## src/rtl/alu_exec_stage.sv

```systemverilog
// Execute-stage wrapper: operand register feeding an external ALU, result register
// for writeback, architectural flag register and a saturating back-pressure counter.
module alu_exec_stage #(
    parameter int WIDTH = 32,
    parameter int RADDR = 5,
    parameter int CNTW  = 16
) (
    input  logic             clk,
    input  logic             rst_n,
    input  logic             in_valid,
    output logic             in_ready,
    input  logic [4:0]       in_ctrl,
    input  logic [WIDTH-1:0] in_a,
    input  logic [WIDTH-1:0] in_b,
    input  logic [RADDR-1:0] in_rd,
    input  logic             in_wen,
    input  logic             flush,
    output logic [WIDTH-1:0] alu_input1,
    output logic [WIDTH-1:0] alu_input2,
    output logic [4:0]       alu_control,
    input  logic [WIDTH-1:0] alu_out,
    input  logic [2:0]       alu_flags,
    output logic             out_valid,
    input  logic             out_ready,
    output logic [WIDTH-1:0] out_result,
    output logic [RADDR-1:0] out_rd,
    output logic             out_wen,
    output logic [2:0]       flags_q,
    output logic [CNTW-1:0]  stall_cnt
);

    logic             op_valid_reg;
    logic [4:0]       op_ctrl_reg;
    logic [WIDTH-1:0] op_a_reg;
    logic [WIDTH-1:0] op_b_reg;
    logic [RADDR-1:0] op_rd_reg;
    logic             op_wen_reg;

    logic             res_valid_reg;
    logic [WIDTH-1:0] res_result_reg;
    logic [RADDR-1:0] res_rd_reg;
    logic             res_wen_reg;

    logic [2:0]       flags_reg;
    logic [CNTW-1:0]  stall_reg;

    logic advance;
    logic accept;

    // advance moves the operand-register op into the result register; flush overrides it
    assign advance  = op_valid_reg & (~res_valid_reg | out_ready);
    assign in_ready = ~flush & (~op_valid_reg | advance);
    assign accept   = in_valid & in_ready;

    assign alu_input1  = op_a_reg;
    assign alu_input2  = op_b_reg;
    assign alu_control = op_ctrl_reg;

    assign out_valid  = res_valid_reg;
    assign out_result = res_result_reg;
    assign out_rd     = res_rd_reg;
    assign out_wen    = res_wen_reg;
    assign flags_q    = flags_reg;
    assign stall_cnt  = stall_reg;

    always_ff @(posedge clk or negedge rst_n) begin
        if (!rst_n) begin
            op_valid_reg   <= 1'b0;
            op_ctrl_reg    <= '0;
            op_a_reg       <= '0;
            op_b_reg       <= '0;
            op_rd_reg      <= '0;
            op_wen_reg     <= 1'b0;
            res_valid_reg  <= 1'b0;
            res_result_reg <= '0;
            res_rd_reg     <= '0;
            res_wen_reg    <= 1'b0;
            flags_reg      <= 3'b000;
        end else if (flush) begin
            // data registers deliberately keep stale contents
            op_valid_reg  <= 1'b0;
            res_valid_reg <= 1'b0;
        end else begin
            if (accept) begin
                op_valid_reg <= 1'b1;
                op_ctrl_reg  <= in_ctrl;
                op_a_reg     <= in_a;
                op_b_reg     <= in_b;
                op_rd_reg    <= in_rd;
                op_wen_reg   <= in_wen;
            end else if (advance) begin
                op_valid_reg <= 1'b0;
            end

            if (advance) begin
                res_valid_reg  <= 1'b1;
                res_result_reg <= alu_out;
                res_rd_reg     <= op_rd_reg;
                res_wen_reg    <= op_wen_reg;
                if (op_ctrl_reg[4]) begin
                    flags_reg <= alu_flags;
                end
            end else if (res_valid_reg && out_ready) begin
                res_valid_reg <= 1'b0;
            end
        end
    end

    always_ff @(posedge clk or negedge rst_n) begin
        if (!rst_n) begin
            stall_reg <= '0;
        end else if (res_valid_reg && !out_ready && !(&stall_reg)) begin
            stall_reg <= stall_reg + CNTW'(1);
        end
    end

endmodule
```

## config.mk

```make
export PLATFORM = sky130hd
export DESIGN_NAME = alu_exec_stage
export DESIGN_NICKNAME = d
export VERILOG_FILES = /design/src/rtl/alu_exec_stage.sv
export SDC_FILE = /design/constraint.sdc
export NUM_CORES = 1
export LEC_CHECK = 0
export CAP_MARGIN = 20
export CELL_PAD_IN_SITES_DETAIL_PLACEMENT = 1
export CELL_PAD_IN_SITES_GLOBAL_PLACEMENT = 1
export CORE_MARGIN = 1.5
export CORE_UTILIZATION = 35
export CTS_CLUSTER_DIAMETER = 40
export DETAILED_ROUTE_END_ITERATION = 6
export GPL_ROUTABILITY_DRIVEN = 1
export PLACE_DENSITY_LB_ADDON = 0.1
export SYNTH_ARGS = -nofsm -noshare
export SYNTH_HDL_FRONTEND = slang
export SYNTH_SLANG_ARGS = --single-unit
```

## constraint.sdc

```tcl
create_clock -name clk -period 3.52 [get_ports clk]
set_input_delay 0.528 -clock clk [delete_from_list [all_inputs] [get_ports clk]]
set_output_delay 0.528 -clock clk [all_outputs]
set_load 0.02 [all_outputs]
```

# Word-level counts from Yosys, hierarchy flattened
# Index checks and enable logic that the tools add are counted.
# word_totals
regBits,134
elab_cells,38
input_bits,115
out_inout_bits,128
# op_classes
n_addsub,1
n_mux,6
bitwise_logic,8
reduce_logical,11
# ops
operator,count
adder 16 x 1 -> 16 bit (second input constant),1
AND reduction 16 bit,1
2-to-1 mux 1 bit,6
nonzero test 3 bit,2
AND reduction 2 bit,2
bitwise AND 1 bit,3
logical AND 1 bit,3
inverter 1 bit,3
AND reduction 3 bit,1
logical NOT 1 bit,2
bitwise OR 1 bit,2

# Longest topological paths before layout
# Gate-level depths: netlist of run 1.
# logic_depth
word_depth,8
ltp_mapped,6
mapped_depth_nobuf,5

# Least setup slack after synthesis of run 1
# No wires, ideal clock.
# synth_path
path_kind,flip-flop to flip-flop
start,"register res_valid_reg, in the netlist out_valid"
end,"register op_ctrl_reg[0], in the netlist alu_control[0]"
t_arrival_ps,1707
setup_time_ps,128
setup_slack_ps,1685
required_time_ps,3392
n_path_buf,2
stages_incl_launch_ff,7
synth_period_minus_slack_ps,1835
cell_sequence,dfrtp_1 > nor2b_2 > a21oi_2 > nand2_1 > buf_2 > buf_4 > mux2_1
# synth_via
elab_chain_cells,7
# synth_rtl
item,line_no,source
"start, declared",39,logic res_valid_reg;
"start signal, assigned",74,res_valid_reg <= 1'b0;
"start signal, assigned",82,res_valid_reg <= 1'b0;
"start signal, assigned",96,res_valid_reg <= 1'b1;
inverter 1 bit,51,assign advance = op_valid_reg & (~res_valid_reg | out_ready);
bitwise OR 1 bit,51,
bitwise AND 1 bit,51,
bitwise OR 1 bit,52,assign in_ready = ~flush & (~op_valid_reg | advance);
bitwise AND 1 bit,52,
via in_ready,11,"output logic in_ready,"
bitwise AND 1 bit,53,assign accept = in_valid & in_ready;
AND reduction 2 bit (no line),-,
"end signal, assigned",86,op_ctrl_reg <= in_ctrl;
"end, declared",33,logic [4:0] op_ctrl_reg;
# The timed path passes the listed nets, and every way through them passes these cells.
# A chain may end at the register's enable or synchronous reset.

# Worst setup path in the final report of run 1
# layout_path
start,input out_ready
end,output in_ready
# layout_via
elab_chain_cells,4
# layout_rtl
item,line_no,source
"start, declared",24,"input logic out_ready,"
bitwise OR 1 bit,51,
bitwise AND 1 bit,51,
bitwise OR 1 bit,52,
bitwise AND 1 bit,52,
"end, declared",11,
# Every way passes these cells.

==> results.yml, run 1 <==
status:
  status: "finished clean"
clock_tree:
  clock-sinks: 134
  htreeDepth: 4
  post_cts_resized: 0
  numCtsBuffers: 17
  clkSlewWorstSetupHoldPaths_ns: 0.05
  clk_latency_ns: 0.41
  cts_buffer_depth: 2
  cts-hold-fix-buffers: 0
  cts-root-buf: "clkbuf_16"
  cts_setup_buffers: 0
  cts_tree: "yes"
floorplan:
  fp.dieW_um: 125.0
  die-area_sq_um: 15630
  die_y_um: 125.0
  fp-row-count: 44
  start_util_pct: 35.86
  coreArea_sq_um: 14530
  io_pins: 243
place:
  gp_congestion: 0.7332
  place_hpwl_mm: 10.28
  placed_area_sq_um: 7876
  io_buffers: 242
synthesis:
  synth-async-reset-ratio_pct: 100.0
  avgSynthCellArea_sq_um: 15.79
  synth_fp_nets: 446
  netlist_area_sq_um: 5211
  synth.area.top_cells: "dfrtp_1 (64%), mux2_2 (17%), mux2_1 (8.6%), xor2_1 (1.2%), buf_4 (0.72%)"
  seq_area_frac_synth_pct: 64.35
  synth_warnings: 0
  ys.flop_type: "dfrtp_1"
  yosysTopAreaCell: "dfrtp_1"
  synth_most_common_cell: "dfrtp_1"
  synth-seq-cells: 134
  synth_top_area_share_pct: 64.35
  synth_cell_type_count: 34
  synth-edff-count: 0
  yosys-top-cells-count: "dfrtp_1 (134), mux2_2 (77), mux2_1 (40)"
  netlist_instances: 330
global_route:
  grt_start_max_net_pins: 84
  grt_first_pass_wirelength_mm: 22.69
  grt-ovfl-total: 0
  antenna_found_initial: 0
  first_global_vias: 4234
  track_usage_pct: 18.73
sta:
  final.setup.tns_ns: 0
  maxSlewHeadroom_pct: 51.86
  fin_crit_ns: 2.539
  max_freq_ghz: 0.3938
  fin_worst_skew_ns: 0.004748
  drv_slew: 0
  period_share_pct: 72.13
  setup_viol: 0
  hold_viol_final: 0
  tightest_slew_ns: 0.7214
  rsz0062_at_grt: "false"
layout:
  final_area_sq_um: 8454
  num-nets-final: 701
  area_growth_pct: 62.23
  drive_gt1_share_pct: 20.13
  antennaDiodeCount: 0
routing:
  ant_nets: 0
  routed_wl_mm: 13.95
  route.vias.total: 3652
  dr.pass1.iters: 3
  drc_errors: 0
  drtIter0Drc: 127
  vias_per_cell: 4.682
  routedWlPerCell_um: 17.88
worst_hold_path:
  hold_path_class: "in -> async"
worst_setup_path:
  critPathCaptureType: "output port"
  path_cells: "clkdlybuf4s50_1 -> nor2b_2 -> a21oi_2 -> clkdlybuf4s50_1"
  arrival_ns: 2.01
  critical-path-max-stage-delay_ns: 0.68
  ff2ff_path_depth: 5
  reg2reg_to: "flags_q[1]$_DFFE_PN0P_"
  crit_top_cell: "clkdlybuf4s50_1"
  start_kind: "input pin"
  critPathKind: "in -> out"
  cp_max_fo: 5
  cp.required_ns: 2.99
  reg2reg_slack_ns: 1.41
  slowest_stage: "clkdlybuf4s50_1"
  cp_num_buf_inv: 2
  reg2reg_from: "out_valid$_DFFE_PN0P_"
  crit_family: "buffers and inverters"
power:
  cellLeakagePower_nw: 3.496
  powerDensity_nw_per_um2: 596.2
  peakVddDrop_uv: 359.0
flow_run:
  max_cap_viol_count: 0
stage by stage:
stage	power, W	hold WS (ns)	std cells	worst slack [ns]	utilization [%]
floorplan	0.002553	0.2324	330	1.685	-
global placement	0.003306	0.4673	750	0.8795	54.19
detailed placement	0.003345	0.4823	750	0.8377	54.19
CTS	0.005117	0.07239	780	0.9685	58.17
global route	0.005268	0.07259	780	0.9195	58.17
finish	0.005041	0.06613	780	0.9809	58.17
worst max-delay path by stage:
stage               slack, ns                    endpoint  depth (start not counted)                  start
global route             0.92                    in_ready                          4              out_ready
CTS                      0.97                    in_ready                          4              out_ready
detailed placement       0.84      flags_q[1]$_DFFE_PN0P_                          6              out_ready
global placement         0.88      flags_q[1]$_DFFE_PN0P_                          6              out_ready
floorplan                1.69  alu_control[0]$_DFFE_PN0P_                          6  out_valid$_DFFE_PN0P_
finish                   0.98                    in_ready                          4              out_ready
cell families (layout without fill, tap and decap cells):
logic type	Yosys count	after routing	share of synthesized area [%]
XOR/XNOR	9	9	1.513
flip-flops	134	134	64.35
adder cells (fa/ha/maj)	1	1	0.2401
buffers and inverters	12	278	1.393
AO/OA/AOI/OAI	14	14	1.753
AND/OR/NAND/NOR	43	43	5.474
multiplexers	117	117	25.28
cell usage in the layout, fill, tap and decap left out, types with 2 or more instances in the layout:
cell and n:
clkdlybuf4s50_1 241, dfrtp_1 134, mux2_2 77, mux2_1 40, clkbuf_16 17, nor2_1 9, xor2_1 7, nand4_1 5
nand3_1 5, a21oi_1 5, clkbuf_1 5, clkbuf_8 5, nand2_1 4, buf_4 4, nor3_1 3, nor4_2 2
xnor2_1 2, nor2b_1 2, a31oi_1 2, o21ai_0 2, bufinv_16 2, buf_12 2
per-layer routing:
layer | share of wire [%] | GRT usage, % | vias up
li1 | - | - | 1687
met1 | 37 | 20.56 | 1834
met2 | 53 | 32.63 | 118
met3 | 7.9 | 7.488 | 13
met4 | 1.6 | 7.019 | 0
met5 | 0 | 0 | -
where the power goes:
group	switching [W]	leakage [nW]	internal, W
combinational	0.000612	1.60	0.000730
clock	0.000608	0.284	0.00113
sequential	0.000156	1.61	0.00181
total	0.00138	3.50	0.00366
layout make-up:
class,count,area (sq um)
fillers,1423,6080
flip-flops and latches,134,3353
repair buffers,248,2494
multi-input cells,184,1799
clock buffers,27,513.0
well taps,184,230.2
clock inverters,3,65.06
(Power assumes the default switching activity.)
==> run 2, diff against run 1 <==
--- a/config.mk
+++ b/config.mk
@@ -9,7 +9,7 @@
 export CELL_PAD_IN_SITES_DETAIL_PLACEMENT = 1
 export CELL_PAD_IN_SITES_GLOBAL_PLACEMENT = 1
 export CORE_MARGIN = 1.5
-export CORE_UTILIZATION = 35
+export CORE_UTILIZATION = 32
 export CTS_CLUSTER_DIAMETER = 40
 export DETAILED_ROUTE_END_ITERATION = 6
 export GPL_ROUTABILITY_DRIVEN = 1
==> constraint.sdc (replaced) <==
create_clock -name clk -period 2.6 [get_ports clk]
set_input_delay 0.39 -clock clk [delete_from_list [all_inputs] [get_ports clk]]
set_output_delay 0.39 -clock clk [all_outputs]
set_load 0.02 [all_outputs]
==> run 2 against run 1 <==
The run now ends with negative hold slack left; combinational power rose by 37%; register-to-register slack got worse by 0.60 ns; non-clock buffer count did not move; first-iteration DRC count fell by 50%; sequential share of layout area fell by 0.71 points; clock-buffer cell count fell by 6; critical path depth fell by 1.
==> results.yml, run 2 (synthesis results as in run 1) <==
sta:
  fin_crit_ns: 2.244
  period_share_pct: 86.29
  fin_worst_skew_ns: 0.008083
  tightest_slew_ns: 0.6405
  rsz0062_at_grt: "false"
  maxSlewHeadroom_pct: 57.30
  setup_viol: 0
  max_freq_ghz: 0.4457
  drv_slew: 0
  hold_slack_ns: -0.01123
  final.setup.tns_ns: 0
  hold_viol_final: 22
routing:
  dr.pass1.iters: 4
  drc_errors: 0
  drtIter0Drc: 64
  route.vias.total: 3710
  routedWlPerCell_um: 17.63
  ant_nets: 0
  vias_per_cell: 4.558
  routed_wl_mm: 14.35
floorplan:
  die_y_um: 130.6
  start_util_pct: 32.81
  fp.dieW_um: 130.6
  fp-row-count: 46
  die-area_sq_um: 17060
  io_pins: 243
  coreArea_sq_um: 15890
clock_tree:
  clkSlewWorstSetupHoldPaths_ns: 0.05
  cts_setup_buffers: 0
  cts_buffer_depth: 2
  cts-hold-fix-buffers: 0
  clk_latency_ns: 0.42
  post_cts_resized: 0
  cts-root-buf: "clkbuf_16"
  clock-sinks: 134
  htreeDepth: 4
  cts_tree: "yes"
  numCtsBuffers: 17
worst_setup_path:
  crit_family: "buffers and inverters"
  critPathKind: "reg -> out"
  arrival_ns: 1.85
  ff2ff_path_depth: 6
  critical-path-max-stage-delay_ns: 0.66
  critPathCaptureType: "output port"
  cp_max_fo: 4
  slowest_stage: "clkdlybuf4s50_1"
  start_kind: "flip-flop"
  path_cells: "nor2b_2 -> a21oi_2 -> clkdlybuf4s50_1"
  cp.required_ns: 2.21
  cp.depth: 3
  cp_num_buf_inv: 1
global_route:
  grt-ovfl-total: 0
  track_usage_pct: 17.59
  grt_first_pass_wirelength_mm: 22.25
  grt_start_max_net_pins: 66
  antenna_found_initial: 0
  first_global_vias: 4203
power:
  finalPower_w: 0.007138
  cellLeakagePower_nw: 3.537
  peakVddDrop_uv: 473.7
  powerDensity_nw_per_um2: 829.1
layout:
  layout_common_cells: "clkdlybuf4s50_1 (241), dfrtp_1 (134), mux2_2 (77), mux2_1 (40), clkbuf_16 (17)"
  antennaDiodeCount: 0
  area_growth_pct: 65.21
  num-nets-final: 701
  final_common_cell: "clkdlybuf4s50_1"
  fill_cells: 1592
  drive_gt1_share_pct: 20.90
place:
  gp_congestion: 0.7752
  io_buffers: 242
  place_hpwl_mm: 10.69
status:
  violations: "negative hold slack"
  status: "finished, violations left"
worst_hold_path:
  hold_path_class: "in -> async"
flow_run:
  max_cap_viol_count: 0
[run 2: cell types whose count changed in the layout (fill, tap and decap cells not counted), sizes merged]
| cell | before | now |
|---|---|---|
| clkbuf | 27 | 21 |
| bufinv | 2 | 5 |
| clkinvlp | 0 | 3 |
| inv | 0 | 2 |
[run 2: stage by stage]
stage	cell area [sq um]	setup WS (ns)	instances	hold WS (ns)	utilization, %
final	8610	0.3563	814	-0.01123	54.20
after global routing	8610	0.2855	814	0.02116	54.20
after CTS	8610	0.3239	814	0.002560	54.20
after detailed placement	7954	0.3725	782	0.4504	50.07
after global placement	7954	0.3887	782	0.4409	50.07
after floorplan	5211	0.7655	330	0.09441	-
[run 2: routing by layer]
layer	vias to the layer above	global-route usage, %	wire length (um)
li1	1690	-	-
met1	1884	17.86	4993
met2	118	31.36	7771
met3	18	8.428	1316
met4	0	6.593	272
met5	-	0	0
[run 2: layout make-up]
class / count / area (sq um) / area share (%)
Multi-Input combinational cell: 184 / 1799 / 20.90
Clock inverter: 11 / 195.2 / 2.267
Clock buffer: 21 / 460.4 / 5.348
Tap cell: 216 / 270.3 / 3.139
Sequential cell: 134 / 3353 / 38.95
Timing Repair Buffer: 248 / 2531 / 29.40
[run 2: path summary, 6_finish.rpt]
check / from / endpoint / slack, ns
min in group clk: alu_control[1]$_DFFE_PN0P_ / alu_control[1]$_DFFE_PN0P_ / 0.49
max: out_valid$_DFFE_PN0P_ / in_ready / 0.36
min: rst_n / alu_control[1]$_DFFE_PN0P_ / -0.01
max in group asynchronous: rst_n / alu_input2[3]$_DFFE_PN0P_ / 1.97
min reg2reg: alu_control[1]$_DFFE_PN0P_ / alu_control[1]$_DFFE_PN0P_ / 0.49
max reg2reg: out_valid$_DFFE_PN0P_ / flags_q[0]$_DFFE_PN0P_ / 0.81
[run 2: power by group]
group	switching, W	internal (W)
registers	0.000205	0.00244
logic	0.000837	0.000993
clock network	0.000903	0.00176
total	0.00194	0.00519
